--- src/rtl/deserializer_pkg.sv ---
// Shared types and elaboration-time helpers for the deserializer slice.
package gray_area_package;
  typedef enum logic [0:0] {
    ST_IDLE = 1'b0,
    ST_RECV = 1'b1
  } state_t;
endpackage

package deserializer_pkg;
  // Smallest p with 2^p >= data_width + p + 1.
  function automatic int unsigned hamming_code_bits(input int unsigned dw);
    int unsigned p;
    p = 0;
    for (int unsigned i = 1; i < 32; i++)
      if (p == 0 && (32'd1 << i) >= dw + i + 1) p = i;
    return p;
  endfunction

  // Codeword position (1-based) carrying data bit k: the k-th non-power-of-two.
  function automatic int unsigned hamming_data_pos(input int unsigned k);
    int unsigned pos;
    int unsigned cnt;
    pos = 0;
    cnt = 0;
    for (int unsigned p = 3; p < 2048; p++)
      if (pos == 0 && (p & (p - 1)) != 0) begin
        if (cnt == k) pos = p;
        cnt++;
      end
    return pos;
  endfunction
endpackage

--- src/rtl/deserializer_hamming_decode.sv ---
// Registered single-error-correcting Hamming decode of one received codeword.
module hamming_decode
  import deserializer_pkg::*;
#(
  parameter  int unsigned DATA_WIDTH  = 8,
  localparam int unsigned CODE_BITS   = hamming_code_bits(DATA_WIDTH),
  localparam int unsigned CODED_WIDTH = DATA_WIDTH + CODE_BITS
) (
  input  logic                   clk_i,
  input  logic                   rst_n_i,
  input  logic [CODED_WIDTH-1:0] code_i,
  input  logic                   valid_i,
  output logic [DATA_WIDTH-1:0]  data_o,
  output logic                   err_corrected_o,
  output logic                   err_uncorrectable_o,
  output logic                   valid_o
);

  // code_i carries the payload in its upper bits and the parity field below it.
  logic [DATA_WIDTH-1:0]  rx_data;
  logic [DATA_WIDTH-1:0]  fix_data;
  logic [CODE_BITS-1:0]   rx_par;
  logic [CODE_BITS-1:0]   syn;
  logic [CODED_WIDTH-1:0] cw;
  logic                   unc;
  logic                   cor;

  assign rx_data = code_i[CODED_WIDTH-1 -: DATA_WIDTH];
  assign rx_par  = code_i[CODE_BITS-1:0];

  function automatic logic [CODED_WIDTH-1:0] pmask(input int unsigned i);
    logic [CODED_WIDTH-1:0] m;
    m = '0;
    for (int unsigned p = 1; p <= CODED_WIDTH; p++)
      if (((p >> i) & 1) != 0) m = m | (CODED_WIDTH'(1) << (p - 1));
    return m;
  endfunction

  // cw bit j holds codeword position j+1.
  for (genvar k = 0; k < DATA_WIDTH; k++) begin : g_data
    localparam int unsigned P = hamming_data_pos(k);
    assign cw[P-1]     = rx_data[k];
    assign fix_data[k] = rx_data[k] ^ (syn == CODE_BITS'(P));
  end

  for (genvar i = 0; i < CODE_BITS; i++) begin : g_par
    localparam logic [CODED_WIDTH-1:0] MASK = pmask(i);
    assign cw[(1 << i) - 1] = rx_par[i];
    assign syn[i]           = ^(cw & MASK);
  end

  assign unc = 32'(syn) > CODED_WIDTH;
  assign cor = (syn != '0) && !unc;

  always_ff @(posedge clk_i or negedge rst_n_i) begin
    if (!rst_n_i) begin
      data_o              <= '0;
      err_corrected_o     <= 1'b0;
      err_uncorrectable_o <= 1'b0;
      valid_o             <= 1'b0;
    end else begin
      valid_o <= valid_i;
      if (valid_i) begin
        data_o              <= fix_data;
        err_corrected_o     <= cor;
        err_uncorrectable_o <= unc;
      end
    end
  end

endmodule

--- src/rtl/deserializer.sv ---
// Framed serial-to-parallel converter with optional Hamming correction stage.
module deserializer
  import deserializer_pkg::*;
  import gray_area_package::*;
#(
  parameter int unsigned DATA_WIDTH = 8,
  parameter int unsigned HAS_ECC    = 0
) (
  input  logic                  clk_i,
  input  logic                  rst_n_i,
  input  logic                  serial_in_i,
  input  logic                  enable_i,
  input  logic                  start_i,
  output logic [DATA_WIDTH-1:0] parallel_out_o,
  output logic                  valid_out_o,
  output logic                  err_corrected_o,
  output logic                  err_uncorrectable_o
);

  localparam int unsigned CODE_BITS = hamming_code_bits(DATA_WIDTH);
  localparam int unsigned N         = (HAS_ECC != 0) ? DATA_WIDTH + CODE_BITS : DATA_WIDTH;
  localparam int unsigned CNT_W     = $clog2(N + 1);

  state_t           state;
  logic [CNT_W-1:0] cnt;
  logic [N-1:0]     shreg;
  logic [N-1:0]     shreg_next;
  logic             last_bit;
  logic             frame_done;

  always_comb begin
    shreg_next = {shreg[N-2:0], serial_in_i};
    last_bit   = enable_i && !start_i && (state == ST_RECV) && (cnt == CNT_W'(N - 1));
  end

  // A start bit always wins: it opens a frame from IDLE or aborts one in RECV.
  always_ff @(posedge clk_i or negedge rst_n_i) begin
    if (!rst_n_i) begin
      state      <= ST_IDLE;
      cnt        <= '0;
      shreg      <= '0;
      frame_done <= 1'b0;
    end else begin
      frame_done <= 1'b0;
      if (enable_i && start_i) begin
        state <= ST_RECV;
        cnt   <= CNT_W'(1);
        shreg <= N'(serial_in_i);
      end else if (enable_i && state == ST_RECV) begin
        shreg <= shreg_next;
        if (last_bit) begin
          state      <= ST_IDLE;
          cnt        <= '0;
          frame_done <= 1'b1;
        end else begin
          cnt <= cnt + 1'b1;
        end
      end
    end
  end

  if (HAS_ECC != 0) begin : g_ecc
    // Decoder samples shreg while frame_done is high, before a back-to-back frame overwrites it.
    hamming_decode #(
      .DATA_WIDTH(DATA_WIDTH)
    ) u_decode (
      .clk_i              (clk_i),
      .rst_n_i            (rst_n_i),
      .code_i             (shreg),
      .valid_i            (frame_done),
      .data_o             (parallel_out_o),
      .err_corrected_o    (err_corrected_o),
      .err_uncorrectable_o(err_uncorrectable_o),
      .valid_o            (valid_out_o)
    );
  end else begin : g_raw
    logic [DATA_WIDTH-1:0] data_q;

    always_ff @(posedge clk_i or negedge rst_n_i) begin
      if (!rst_n_i) begin
        data_q <= '0;
      end else if (last_bit) begin
        data_q <= shreg_next[DATA_WIDTH-1:0];
      end
    end

    assign parallel_out_o      = data_q;
    assign valid_out_o         = frame_done;
    assign err_corrected_o     = 1'b0;
    assign err_uncorrectable_o = 1'b0;
  end

endmodule

--- config.mk ---
export PLATFORM = sky130hd
export DESIGN_NAME = deserializer
export DESIGN_NICKNAME = d
export VERILOG_FILES = /design/src/rtl/deserializer_pkg.sv /design/src/rtl/deserializer_hamming_decode.sv /design/src/rtl/deserializer.sv
export SDC_FILE = /design/constraint.sdc
export NUM_CORES = 1
export LEC_CHECK = 0
export ABC_AREA = 1
export CAP_MARGIN = 10
export CORE_MARGIN = 2
export CORE_UTILIZATION = 45
export DETAILED_ROUTE_END_ITERATION = 7
export GPL_TIMING_DRIVEN = 0
export PLACE_DENSITY_LB_ADDON = 0.2
export SLEW_MARGIN = 20
export SYNTH_ARGS = -nofsm -noshare
export SYNTH_HDL_FRONTEND = slang
export SYNTH_SLANG_ARGS = --single-unit
--- constraint.sdc ---
create_clock -name clk_i -period 2.8 [get_ports clk_i]
set_input_delay 0.28 -clock clk_i [delete_from_list [all_inputs] [get_ports clk_i]]
set_output_delay 0.28 -clock clk_i [all_outputs]
set_load 0.03 [all_outputs]
==> impl_results.rst <==
.. list-table::
   :header-rows: 1

   * - Metric
     - Value
   * - Final number of hold-violating endpoints
     - 0
   * - Total non-filler cell area in the finished layout
     - roughly 0.0011 mm^2
   * - Part of the total power dissipated in sequential elements
     - 0.604
   * - CP Data Arrival Time
     - between 1 and 1.5 ns
   * - Proportion of synthesized chip area in sequential cells
     - 0.573
   * - Number of diodes added for antenna fixing
     - 0
   * - Number of nets with antenna violations after routing
     - 0
   * - Chip width
     - roughly 49 um
   * - CP max stage cell
     - sky130_fd_sc_hd__clkdlybuf4s50_1
   * - Endpoint of the lowest-slack register-to-register path
     - parallel_out_o[0]
   * - TritonCTS clock tree
     - done
   * - Via density per instance
     - 4.78
   * - Setup TNS after final layout
     - 0 ns
   * - Routed length per instance
     - between 10 and 15 um
   * - Internal power contribution
     - 401 uW
   * - Worst Setup End Kind
     - output port
   * - Layout Skew
     - 0.00523 ns
   * - Count of TritonRoute iterations in the first routing pass
     - 4
   * - Worst-case vdd ir drop
     - about 0.31 mV
   * - Fmax
     - roughly 600 MHz
   * - Flop-to-flop setup slack
     - 1.51 ns
   * - Worst-margin pin slew
     - approximately 0.92 ns
   * - Maximum number of buffers from clock root to sink
     - 2
   * - Path category of the worst min-delay check
     - in2async
   * - Crit path depth
     - 1
   * - Power share of the combinational group
     - 0.133
   * - Sw Share
     - 0.266
   * - Total core area
     - roughly 0.0019 mm^2
   * - Global placer's final weighted congestion
     - ~0.85
   * - Total buffers and inverters traversed by the critical path
     - 1
   * - Drt initial violations
     - 8
   * - Clock Pin Slew Worst Setup and Hold Paths
     - approximately 0.11 ns
   * - Boundary Pins
     - 16
   * - Part of the power in the clock network
     - 0.263
   * - Total detailed-routing wirelength
     - 1590 um
   * - Maximum number of pins on one net before global-route repair
     - 22
   * - Crit-path cells
     - clkdlybuf4s50_1
   * - GRT Residual Overflow
     - 0
   * - Antenna violations before repair
     - 0
   * - Biggest area contributors in the synthesized netlist
     - sky130_fd_sc_hd__dfrtp_1, sky130_fd_sc_hd__nand2_1, sky130_fd_sc_hd__o21ai_2
   * - Total of cells resized after clock tree synthesis
     - 0
   * - DRC violations left
     - 0
   * - Synthesized area divided by synthesized cell count
     - between 10 and 15 um^2
   * - Count of cells along the worst register-to-register path
     - 7
   * - TritonCTS Sinks
     - 21
   * - Post-synthesis sequential element count
     - 21
   * - Top cell family by delay on the critical path
     - buffers and inverters
   * - Yosys synthesis warning count
     - 0
   * - Peak fanout along the critical path
     - 2
   * - Number of global-route vias before repair
     - 695
   * - Number of distinct library cells after synthesis
     - 18
   * - # H-tree levels
     - 1
   * - Max_cap viols
     - 0
   * - Via count
     - between 600 and 700
   * - Die area
     - 0.00242 mm^2
   * - Final period util
     - 0.578
   * - Endpoint of the worst setup timing path
     - parallel_out_o[1]
   * - First element of the critical path
     - parallel_out_o[1]
   * - Clock latency reported for the late side of the worst-skew pair
     - around 0.3 ns
   * - Number of pins with negative max-slew slack in the final report
     - 0
   * - Leakage
     - roughly 0.00054 uW
   * - Worst reg2reg startpoint
     - cnt[0]
   * - Status
     - complete, no violations
   * - Post-layout min period
     - ~1.6 ns
   * - Largest stage delay on the critical path
     - between 0.6 and 0.7 ns
   * - Relative max-transition margin
     - 0.387
   * - Total placed instance area
     - 0.00108 mm^2
   * - Initial core utilization
     - 0.472
   * - Number of buffers created by CTS
     - 3
   * - First-pass GRT wire length
     - around 3000 um
   * - Number of buffers added on ports
     - 13
   * - Worst setup path category
     - reg2out
   * - Post-cts hold buffer count
     - 0
   * - Syn Inst Count
     - 90
   * - Root Driver
     - sky130_fd_sc_hd__clkbuf_4
   * - Setup repair after global routing missed its margin
     - false
   * - # Post-CTS Setup Buffers
     - 0
   * - Chip height
     - 49.1 um
   * - Core Rows
     - 16
   * - Global routing usage summed across all routing layers
     - 0.161
   * - Switching Power
     - between 100 and 150 uW
   * - Number of nets in the layout
     - around 120
   * - Post-Synthesis Cell Area
     - 917 um^2
   * - Count of final setup violators
     - 0
   * - Share of the synthesized area in the top cell type
     - 0.573
   * - Fraction of layout cells with a size suffix above 1
     - 0.185
   * - Most area-hungry cell type in the Yosys netlist
     - sky130_fd_sc_hd__dfrtp_1
   * - Total half-perimeter wirelength after legalization and detailed placement
     - about 1100 um
   * - Startpoint class of the critical path
     - register
   * - Crit path required time
     - approximately 2.5 ns
   * - Synth-to-layout area growth
     - 21.1%
   * - Power per cell area
     - 492 mW/mm^2
cell families after synthesis:
logic type	Yosys count	synth area share
other	1	0.00409
XOR/XNOR	1	0.00955
adder cells (fa/ha/maj)	1	0.0136
flip-flops	21	0.573
buffers and inverters	16	0.0819
AO/OA/AOI/OAI	16	0.124
AND/OR/NAND/NOR	34	0.194
synthesized netlist by cell type:
master,n
sky130_fd_sc_hd__nor2_4,2
sky130_fd_sc_hd__buf_4,2
sky130_fd_sc_hd__o22ai_1,6
sky130_fd_sc_hd__buf_6,1
sky130_fd_sc_hd__nand2_1,19
sky130_fd_sc_hd__nand2_2,2
sky130_fd_sc_hd__ha_1,1
sky130_fd_sc_hd__nand4_1,1
sky130_fd_sc_hd__o21ai_0,3
sky130_fd_sc_hd__dfrtp_1,21
sky130_fd_sc_hd__o21ai_2,7
sky130_fd_sc_hd__xnor2_1,1
sky130_fd_sc_hd__nand2_4,1
sky130_fd_sc_hd__nand3_2,2
sky130_fd_sc_hd__nor2_1,1
sky130_fd_sc_hd__nand3_1,6
sky130_fd_sc_hd__conb_1,1
sky130_fd_sc_hd__inv_1,13
power by group through the flow:
stage               logic [uW]  registers [uW]  clock network, uW
global route              82.7             332                161
detailed placement        73.4             336                  0
CTS                       74.1             330                150
floorplan                 45.1             337                  0
global placement          71.3             335                  0
finish                    72.7             330                144
layout by cell type, fill, tap and decap left out:
| cell type | n |
|---|---|
| sky130_fd_sc_hd__o21ai_2 | 7 |
| sky130_fd_sc_hd__nor2_1 | 1 |
| sky130_fd_sc_hd__buf_6 | 1 |
| sky130_fd_sc_hd__nand3_1 | 6 |
| sky130_fd_sc_hd__clkbuf_4 | 3 |
| sky130_fd_sc_hd__clkbuf_1 | 1 |
| sky130_fd_sc_hd__o22ai_1 | 6 |
| sky130_fd_sc_hd__conb_1 | 2 |
| sky130_fd_sc_hd__inv_1 | 13 |
| sky130_fd_sc_hd__dfrtp_1 | 21 |
| sky130_fd_sc_hd__clkdlybuf4s50_1 | 13 |
| sky130_fd_sc_hd__nor2_4 | 2 |
| sky130_fd_sc_hd__nand4_1 | 1 |
| sky130_fd_sc_hd__o21ai_0 | 3 |
| sky130_fd_sc_hd__buf_4 | 2 |
| sky130_fd_sc_hd__ha_1 | 1 |
| sky130_fd_sc_hd__nand2_2 | 2 |
| sky130_fd_sc_hd__xnor2_1 | 1 |
| sky130_fd_sc_hd__nand3_2 | 2 |
| sky130_fd_sc_hd__nand2_4 | 1 |
| sky130_fd_sc_hd__nand2_1 | 19 |
stage by stage:
step | hold WS (ns) | setup slack [ns] | total power (uW) | cells | util
3_3_place_gp | 0.464 | 1.23 | 406 | 131 | 0.559
2_1_floorplan | -0.0156 | 1.62 | 383 | 91 | -
5_1_grt | 0.519 | 1.12 | 576 | 135 | 0.572
6_report | 0.482 | 1.18 | 546 | 135 | 0.572
3_5_place_dp | 0.473 | 1.21 | 409 | 131 | 0.559
4_1_cts | 0.501 | 1.16 | 554 | 135 | 0.572
worst min path at each step:
stage,start,end,slack [ns],depth (start not counted)
floorplan,rst_n_i,cnt[0],-0.02,0
global placement,parallel_out_o[7],parallel_out_o[7],0.46,2
detailed placement,parallel_out_o[3],parallel_out_o[3],0.47,2
CTS,parallel_out_o[3],parallel_out_o[3],0.50,2
global route,parallel_out_o[3],parallel_out_o[3],0.52,2
finish,rst_n_i,parallel_out_o[3],0.48,1
routing by layer:
metal  vias to the layer above  wire length [um]  global-route usage
li1                        324                 -                   -
met5                         -                 0                   0
met2                         8               765               0.266
met1                       311               768               0.207
met3                         2                32              0.0276
met4                         0                22              0.0714
sequential cells by signal, indices dropped and copies added (netlist names):
signal,flops
valid_out_o,1
state,1
parallel_out_o,8
cnt,4
shreg,7
layout make-up:
type | count | area [um^2]
Buffer | 3 | 26.3
Clock buffer | 4 | 26.3
Fill cell | 183 | 831
Inverter | 13 | 48.8
Multi-Input combinational cell | 54 | 320
Sequential cell | 21 | 526
Tap cell | 27 | 33.8
Timing Repair Buffer | 13 | 130
(Power assumes the default switching activity.)
